<file path="config.mk">
export PLATFORM = sky130hd
export DESIGN_NAME = bus_arbiter_flat
export DESIGN_NICKNAME = d
export VERILOG_FILES = /design/src/rtl/bus_arbiter_if.sv /design/src/rtl/bus_arbiter.sv /design/src/flat_wrapper.sv
export SDC_FILE = /design/constraint.sdc
export NUM_CORES = 1
export LEC_CHECK = 0
export CORE_MARGIN = 10
export CORE_UTILIZATION = 37
export DETAILED_ROUTE_END_ITERATION = 7
export PLACE_DENSITY_LB_ADDON = 0.25
export SLEW_MARGIN = 0
export SYNTH_ARGS = -nofsm -noshare
export SYNTH_HDL_FRONTEND = slang
export SYNTH_SLANG_ARGS = --single-unit
</file>
<file path="constraint.sdc">
create_clock -name clk -period 1.9 [get_ports clk]
set_input_delay 0.19 -clock clk [delete_from_list [all_inputs] [get_ports clk]]
set_output_delay 0.19 -clock clk [all_outputs]
set_load 0.1 [all_outputs]
</file>
<file path="src/rtl/bus_arbiter_if.sv">
// Two-port memory arbiter bus: requester ports, grant/ack handshake and memory side.
interface bus_arbiter_if #(
    parameter int unsigned AW = 8,
    parameter int unsigned DW = 8
);
    // Requester side: port 0 is the CPU, port 1 is the loader/DMA
    logic          req0;
    logic          req1;
    logic          we0;
    logic          we1;
    logic [AW-1:0] addr0;
    logic [AW-1:0] addr1;
    logic [DW-1:0] wdata0;
    logic [DW-1:0] wdata1;
    logic          gnt0;
    logic          gnt1;
    logic          ack0;
    logic          ack1;
    logic [DW-1:0] rdata;
    logic          busy;

    // Memory side
    logic [AW-1:0] mem_addr;
    logic [DW-1:0] mem_wdata;
    logic          mem_we;
    logic          mem_re;
    logic [DW-1:0] mem_rdata;

    // Arbiter view
    modport slave (
        input  req0, req1, we0, we1, addr0, addr1, wdata0, wdata1, mem_rdata,
        output gnt0, gnt1, ack0, ack1, rdata, busy,
               mem_addr, mem_wdata, mem_we, mem_re
    );

    // Environment view: requesters plus the memory read-data return
    modport master (
        output req0, req1, we0, we1, addr0, addr1, wdata0, wdata1, mem_rdata,
        input  gnt0, gnt1, ack0, ack1, rdata, busy,
               mem_addr, mem_wdata, mem_we, mem_re
    );
endinterface

</file>
<file path="src/rtl/bus_arbiter.sv">
// Two-port single-memory arbiter: fixed port-0 priority with a starvation
// limit for port 1; each access is one ACCESS cycle plus one RESP cycle.
module bus_arbiter #(
    parameter int unsigned STARVE_LIMIT = 3,
    parameter int unsigned AW           = 8,
    parameter int unsigned DW           = 8
) (
    input  logic         clk,
    input  logic         reset_n,
    bus_arbiter_if.slave bus
);

    localparam int unsigned CntW = (STARVE_LIMIT > 0) ? $clog2(STARVE_LIMIT + 1) : 1;

    typedef enum logic [1:0] {
        IDLE   = 2'd0,
        ACCESS = 2'd1,
        RESP   = 2'd2
    } state_t;

    state_t        state;
    logic          owner;
    logic          ownerWe;
    logic [CntW-1:0] starveCnt;

    logic          gnt0Q;
    logic          gnt1Q;
    logic          ack0Q;
    logic          ack1Q;
    logic [AW-1:0] memAddrQ;
    logic [DW-1:0] memWdataQ;
    logic          memWeQ;
    logic          memReQ;

    logic          anyReq;
    logic          pickPort;
    logic          pickWe;
    logic [AW-1:0] pickAddr;
    logic [DW-1:0] pickWdata;
    logic [CntW-1:0] nextCnt;

    // Arbitration decision and starvation-counter update for a grant issued this edge
    always_comb begin
        anyReq    = bus.req0 | bus.req1;
        pickPort  = 1'b0;
        nextCnt   = '0;

        if (bus.req0 && bus.req1) begin
            pickPort = (starveCnt == CntW'(STARVE_LIMIT));
        end else if (bus.req1) begin
            pickPort = 1'b1;
        end

        // Port 0 winning over a waiting port 1 moves the counter toward the limit
        if (!pickPort && bus.req1) begin
            nextCnt = (starveCnt == CntW'(STARVE_LIMIT)) ? starveCnt : starveCnt + CntW'(1);
        end

        pickWe    = pickPort ? bus.we1    : bus.we0;
        pickAddr  = pickPort ? bus.addr1  : bus.addr0;
        pickWdata = pickPort ? bus.wdata1 : bus.wdata0;
    end

    // State, owner, counter and all registered outputs
    always_ff @(posedge clk or negedge reset_n) begin
        if (!reset_n) begin
            state     <= IDLE;
            owner     <= 1'b0;
            ownerWe   <= 1'b0;
            starveCnt <= '0;
            gnt0Q     <= 1'b0;
            gnt1Q     <= 1'b0;
            ack0Q     <= 1'b0;
            ack1Q     <= 1'b0;
            memAddrQ  <= '0;
            memWdataQ <= '0;
            memWeQ    <= 1'b0;
            memReQ    <= 1'b0;
        end else begin
            case (state)
                IDLE, RESP: begin
                    ack0Q     <= 1'b0;
                    ack1Q     <= 1'b0;
                    gnt0Q     <= 1'b0;
                    gnt1Q     <= 1'b0;
                    memAddrQ  <= '0;
                    memWdataQ <= '0;
                    memWeQ    <= 1'b0;
                    memReQ    <= 1'b0;
                    state     <= IDLE;
                    if (anyReq) begin
                        state     <= ACCESS;
                        owner     <= pickPort;
                        ownerWe   <= pickWe;
                        starveCnt <= nextCnt;
                        gnt0Q     <= ~pickPort;
                        gnt1Q     <= pickPort;
                        memAddrQ  <= pickAddr;
                        memWdataQ <= pickWdata;
                        memWeQ    <= pickWe;
                        memReQ    <= ~pickWe;
                    end
                end
                ACCESS: begin
                    state     <= RESP;
                    memAddrQ  <= '0;
                    memWdataQ <= '0;
                    memWeQ    <= 1'b0;
                    memReQ    <= 1'b0;
                    ack0Q     <= ~owner;
                    ack1Q     <= owner;
                end
                default: begin
                    state <= IDLE;
                    gnt0Q <= 1'b0;
                    gnt1Q <= 1'b0;
                    ack0Q <= 1'b0;
                    ack1Q <= 1'b0;
                end
            endcase
        end
    end

    assign bus.gnt0      = gnt0Q;
    assign bus.gnt1      = gnt1Q;
    assign bus.ack0      = ack0Q;
    assign bus.ack1      = ack1Q;
    assign bus.mem_addr  = memAddrQ;
    assign bus.mem_wdata = memWdataQ;
    assign bus.mem_we    = memWeQ;
    assign bus.mem_re    = memReQ;
    assign bus.busy      = (state != IDLE);

    // Memory returns read data in the RESP cycle; pass it through so it lines up with ack
    assign bus.rdata = (state == RESP && !ownerWe) ? bus.mem_rdata : '0;

    // Protocol invariants
    assert property (@(posedge clk) disable iff (!reset_n) !(bus.gnt0 && bus.gnt1));
    assert property (@(posedge clk) disable iff (!reset_n) !(bus.ack0 && bus.ack1));
    assert property (@(posedge clk) disable iff (!reset_n) !(bus.mem_we && bus.mem_re));
    assert property (@(posedge clk) disable iff (!reset_n) bus.mem_we |-> (state == ACCESS));

endmodule

</file>
<file path="src/flat_wrapper.sv">
// flat-port wrapper written by rule: the top's interface ports become plain ports
module bus_arbiter_flat 
#(
    parameter int unsigned STARVE_LIMIT = 3,
    parameter int unsigned AW           = 8,
    parameter int unsigned DW           = 8
)
  (clk, reset_n, bus_req0, bus_req1, bus_we0, bus_we1, bus_addr0, bus_addr1, bus_wdata0, bus_wdata1, bus_mem_rdata, bus_gnt0, bus_gnt1, bus_ack0, bus_ack1, bus_rdata, bus_busy, bus_mem_addr, bus_mem_wdata, bus_mem_we, bus_mem_re);
  bus_arbiter_if #(.AW(AW), .DW(DW)) bus_i ();
  input  logic clk;
  input  logic reset_n;
  input wire logic [$bits(bus_i.req0)-1:0] bus_req0;
  input wire logic [$bits(bus_i.req1)-1:0] bus_req1;
  input wire logic [$bits(bus_i.we0)-1:0] bus_we0;
  input wire logic [$bits(bus_i.we1)-1:0] bus_we1;
  input wire logic [$bits(bus_i.addr0)-1:0] bus_addr0;
  input wire logic [$bits(bus_i.addr1)-1:0] bus_addr1;
  input wire logic [$bits(bus_i.wdata0)-1:0] bus_wdata0;
  input wire logic [$bits(bus_i.wdata1)-1:0] bus_wdata1;
  input wire logic [$bits(bus_i.mem_rdata)-1:0] bus_mem_rdata;
  output wire logic [$bits(bus_i.gnt0)-1:0] bus_gnt0;
  output wire logic [$bits(bus_i.gnt1)-1:0] bus_gnt1;
  output wire logic [$bits(bus_i.ack0)-1:0] bus_ack0;
  output wire logic [$bits(bus_i.ack1)-1:0] bus_ack1;
  output wire logic [$bits(bus_i.rdata)-1:0] bus_rdata;
  output wire logic [$bits(bus_i.busy)-1:0] bus_busy;
  output wire logic [$bits(bus_i.mem_addr)-1:0] bus_mem_addr;
  output wire logic [$bits(bus_i.mem_wdata)-1:0] bus_mem_wdata;
  output wire logic [$bits(bus_i.mem_we)-1:0] bus_mem_we;
  output wire logic [$bits(bus_i.mem_re)-1:0] bus_mem_re;
  assign bus_i.req0 = bus_req0;
  assign bus_i.req1 = bus_req1;
  assign bus_i.we0 = bus_we0;
  assign bus_i.we1 = bus_we1;
  assign bus_i.addr0 = bus_addr0;
  assign bus_i.addr1 = bus_addr1;
  assign bus_i.wdata0 = bus_wdata0;
  assign bus_i.wdata1 = bus_wdata1;
  assign bus_i.mem_rdata = bus_mem_rdata;
  assign bus_gnt0 = bus_i.gnt0;
  assign bus_gnt1 = bus_i.gnt1;
  assign bus_ack0 = bus_i.ack0;
  assign bus_ack1 = bus_i.ack1;
  assign bus_rdata = bus_i.rdata;
  assign bus_busy = bus_i.busy;
  assign bus_mem_addr = bus_i.mem_addr;
  assign bus_mem_wdata = bus_i.mem_wdata;
  assign bus_mem_we = bus_i.mem_we;
  assign bus_mem_re = bus_i.mem_re;
  bus_arbiter #(.STARVE_LIMIT(STARVE_LIMIT), .AW(AW), .DW(DW)) u_core (.clk(clk), .reset_n(reset_n), .bus(bus_i));
endmodule
</file>
==> reports/metrics.csv <==
metric,value,unit
tns,0,ns
diodes,0,
syn2layout_area_growth,71.3,%
io_buffers,76,
clk_pin_slew,0.15,ns
die_h,79.4,um
dp_cells,236,
drc,0,
synth_top_area_share,0.536,
initial_utilization,0.389,
finalPower,2.00,mW
clkLatencyLatePin,0.33,ns
grt_pass1_vias,1351,
vias_per_cell,5.12,
post_synth.cell_area_avg,11.4,um^2
tightest_slew,0.752,ns
r2r-start,u_core.starveCnt[0]$_DFFE_PN0P_,
vdd_ir_drop_max,0.392,mV
ys_seq_area_frac,0.536,
arrival,1.60,ns
grt_util_all_layers,0.133,
die-width,79.4,um
cp-end-kind,output pin,
core,3360,um^2
rsz0062_at_grt,no,
dp_hpwl,3.46,mm
period_share,0.940,
wire_per_inst,17.6,um
clockBufferDepth,2,
drt_iter0_markers,86,
synthCells,115,
synth_warnings,0,
synth_cell_types,31,
synth_area,1310,um^2
gr-total-overflow,0,
setup_viol,0,
first_pass_iters,4,
nets,248,
p_per_area,894,nW/um^2
ys_seq_elements,28,
maxSlewViolCount,0,
fin_cells,245,
post-synth-top-area-cell,dfrtp_1,
crit_type,register to output pin,
io_pins,77,
synth_most_common_cell,dfrtp_1,
synth_nets,163,
numCtsBuffers,3,
post-place-ws,0.0580,ns
synthTopCellsByArea,"dfrtp_1 (54%), a221o_1 (12%), and3_1 (8.1%)",
antenna_found_initial,0,
ant_nets,0,
crit_required,1.71,ns
start_kind,register,
grt_max_degree,29,
grt_pass1_wl,6.82,mm
routabilityCongestion,0.836,
htree_levels,1,
cts_tree,yes,
fillers,272,
routed_wl,4.32,mm
outcome,completed,
vias,1255,
async_reset_ff_frac,1.00,
clock-root-buffer,clkbuf_4,
fin_ws,0.114,ns
worst_clock_skew,0.00199,ns
fp.dieArea,6310,um^2
synth_edf_count,0,
post_route_cells_drive_above_1_share,0.256,
ys.flop_type,dfrtp_1,
fmaxAchievable,560,MHz
cp_max_fo,11,
core.rowCount,21,
worstRegToRegCells,4,
drv_cap,0,
hold_viol,0,
cts_sinks,28,
relSlewSlack,0.499,
synthTopCellsByCount,"dfrtp_1 (28), and3_1 (17), a221o_1 (16), and2_1 (9), clkbuf_1 (4)",
period_minus_slack,1.79,ns
regToRegSetupSlack,0.15,ns
leakage,1.10,nW
r2r-end,u_core.bus.mem_wdata[7]$_DFFE_PN0P_,
hold_path_class,primary input to asynchronous set/reset pin,
==> worst max-delay path by stage <==
stage	cells past startpoint	endpoint	from
2_1_floorplan	2	bus_rdata[0]	u_core.state[0]$_DFF_PN0_
4_1_cts	4	bus_rdata[2]	u_core.state[0]$_DFF_PN0_
3_5_place_dp	4	u_core.bus.mem_addr[1]$_DFFE_PN0P_	bus_req0
6_report	4	bus_rdata[2]	u_core.state[0]$_DFF_PN0_
5_1_grt	4	bus_rdata[2]	u_core.state[0]$_DFF_PN0_
3_3_place_gp	4	u_core.bus.mem_wdata[7]$_DFFE_PN0P_	bus_req0
==> through the flow <==
stage | util | area, um^2 | hold WS [ns]
global placement | 0.644 | 2160 | 0.443
detailed placement | 0.644 | 2160 | 0.440
CTS | 0.655 | 2200 | 0.232
global route | 0.666 | 2240 | 0.258
floorplan | - | 1310 | -0.106
finish | 0.666 | 2240 | 0.218
==> area by class of cell <==
cell class,instances,area [um^2],share of cell area
well taps,46,57.6,0.0257
inverters,3,11.3,0.00503
repair buffers,86,871,0.389
multi-input cells,78,562,0.251
clock buffers,4,36.3,0.0162
flip-flops and latches,28,702,0.313
==> cells by family after synthesis <==
| family | Yosys count | share of synthesized area |
|---|---|---|
| adder cells (fa/ha/maj) | 2 | 0.0191 |
| AO/OA/AOI/OAI | 30 | 0.192 |
| flip-flops | 28 | 0.536 |
| AND/OR/NAND/NOR | 46 | 0.218 |
| buffers and inverters | 9 | 0.0344 |
==> what timing repair did <==
action,4_1_cts,5_1_grt
hold buffers,0,0
endpoints found under the hold margin,0,0
endpoints found under the setup margin,4,8
gates resized for setup,1,0
buffers inserted,0,5
==> per-layer routing <==
metal / up-vias / global-route usage / share of wire / wire, um
li1: 597 / - / - / -
met1: 594 / 0.159 / 0.44 / 1900
met5: - / 0 / 0 / 0
met3: 6 / 0.0383 / 0.061 / 264
met4: 0 / 0.0520 / 0.013 / 57
met2: 58 / 0.219 / 0.49 / 2100
==> critical path, cell delays in order (launching register included) <==
cell and delay (ns):
dfrtp_2 0.51, nor3b_1 0.22, buf_4 0.17, and2_1 0.18, buf_12 0.19
==> cell usage in the layout, fill, tap and decap left out, types with 9 or more instances in the layout <==
cell and count:
clkdlybuf4s50_1 45, a221o_1 16, and2_1 9, buf_4 32
and3_1 17, dfrtp_1 27, buf_12 9
==> registers in the layout (all words and copies together), names as in the netlist, 2 cells and up <==
name / count
u_core.bus.mem_addr: 8
u_core.bus.mem_wdata: 8
u_core.starveCnt: 2
u_core.state: 2
==> report_power, final <==
part,internal [mW],switching [mW],leakage (nW)
Combinational,0.304,0.675,0.717
Clock,0.117,0.173,0.0210
Sequential,0.673,0.0601,0.359
Total,1.09,0.909,1.10
Power figures use the tool's default switching activity.
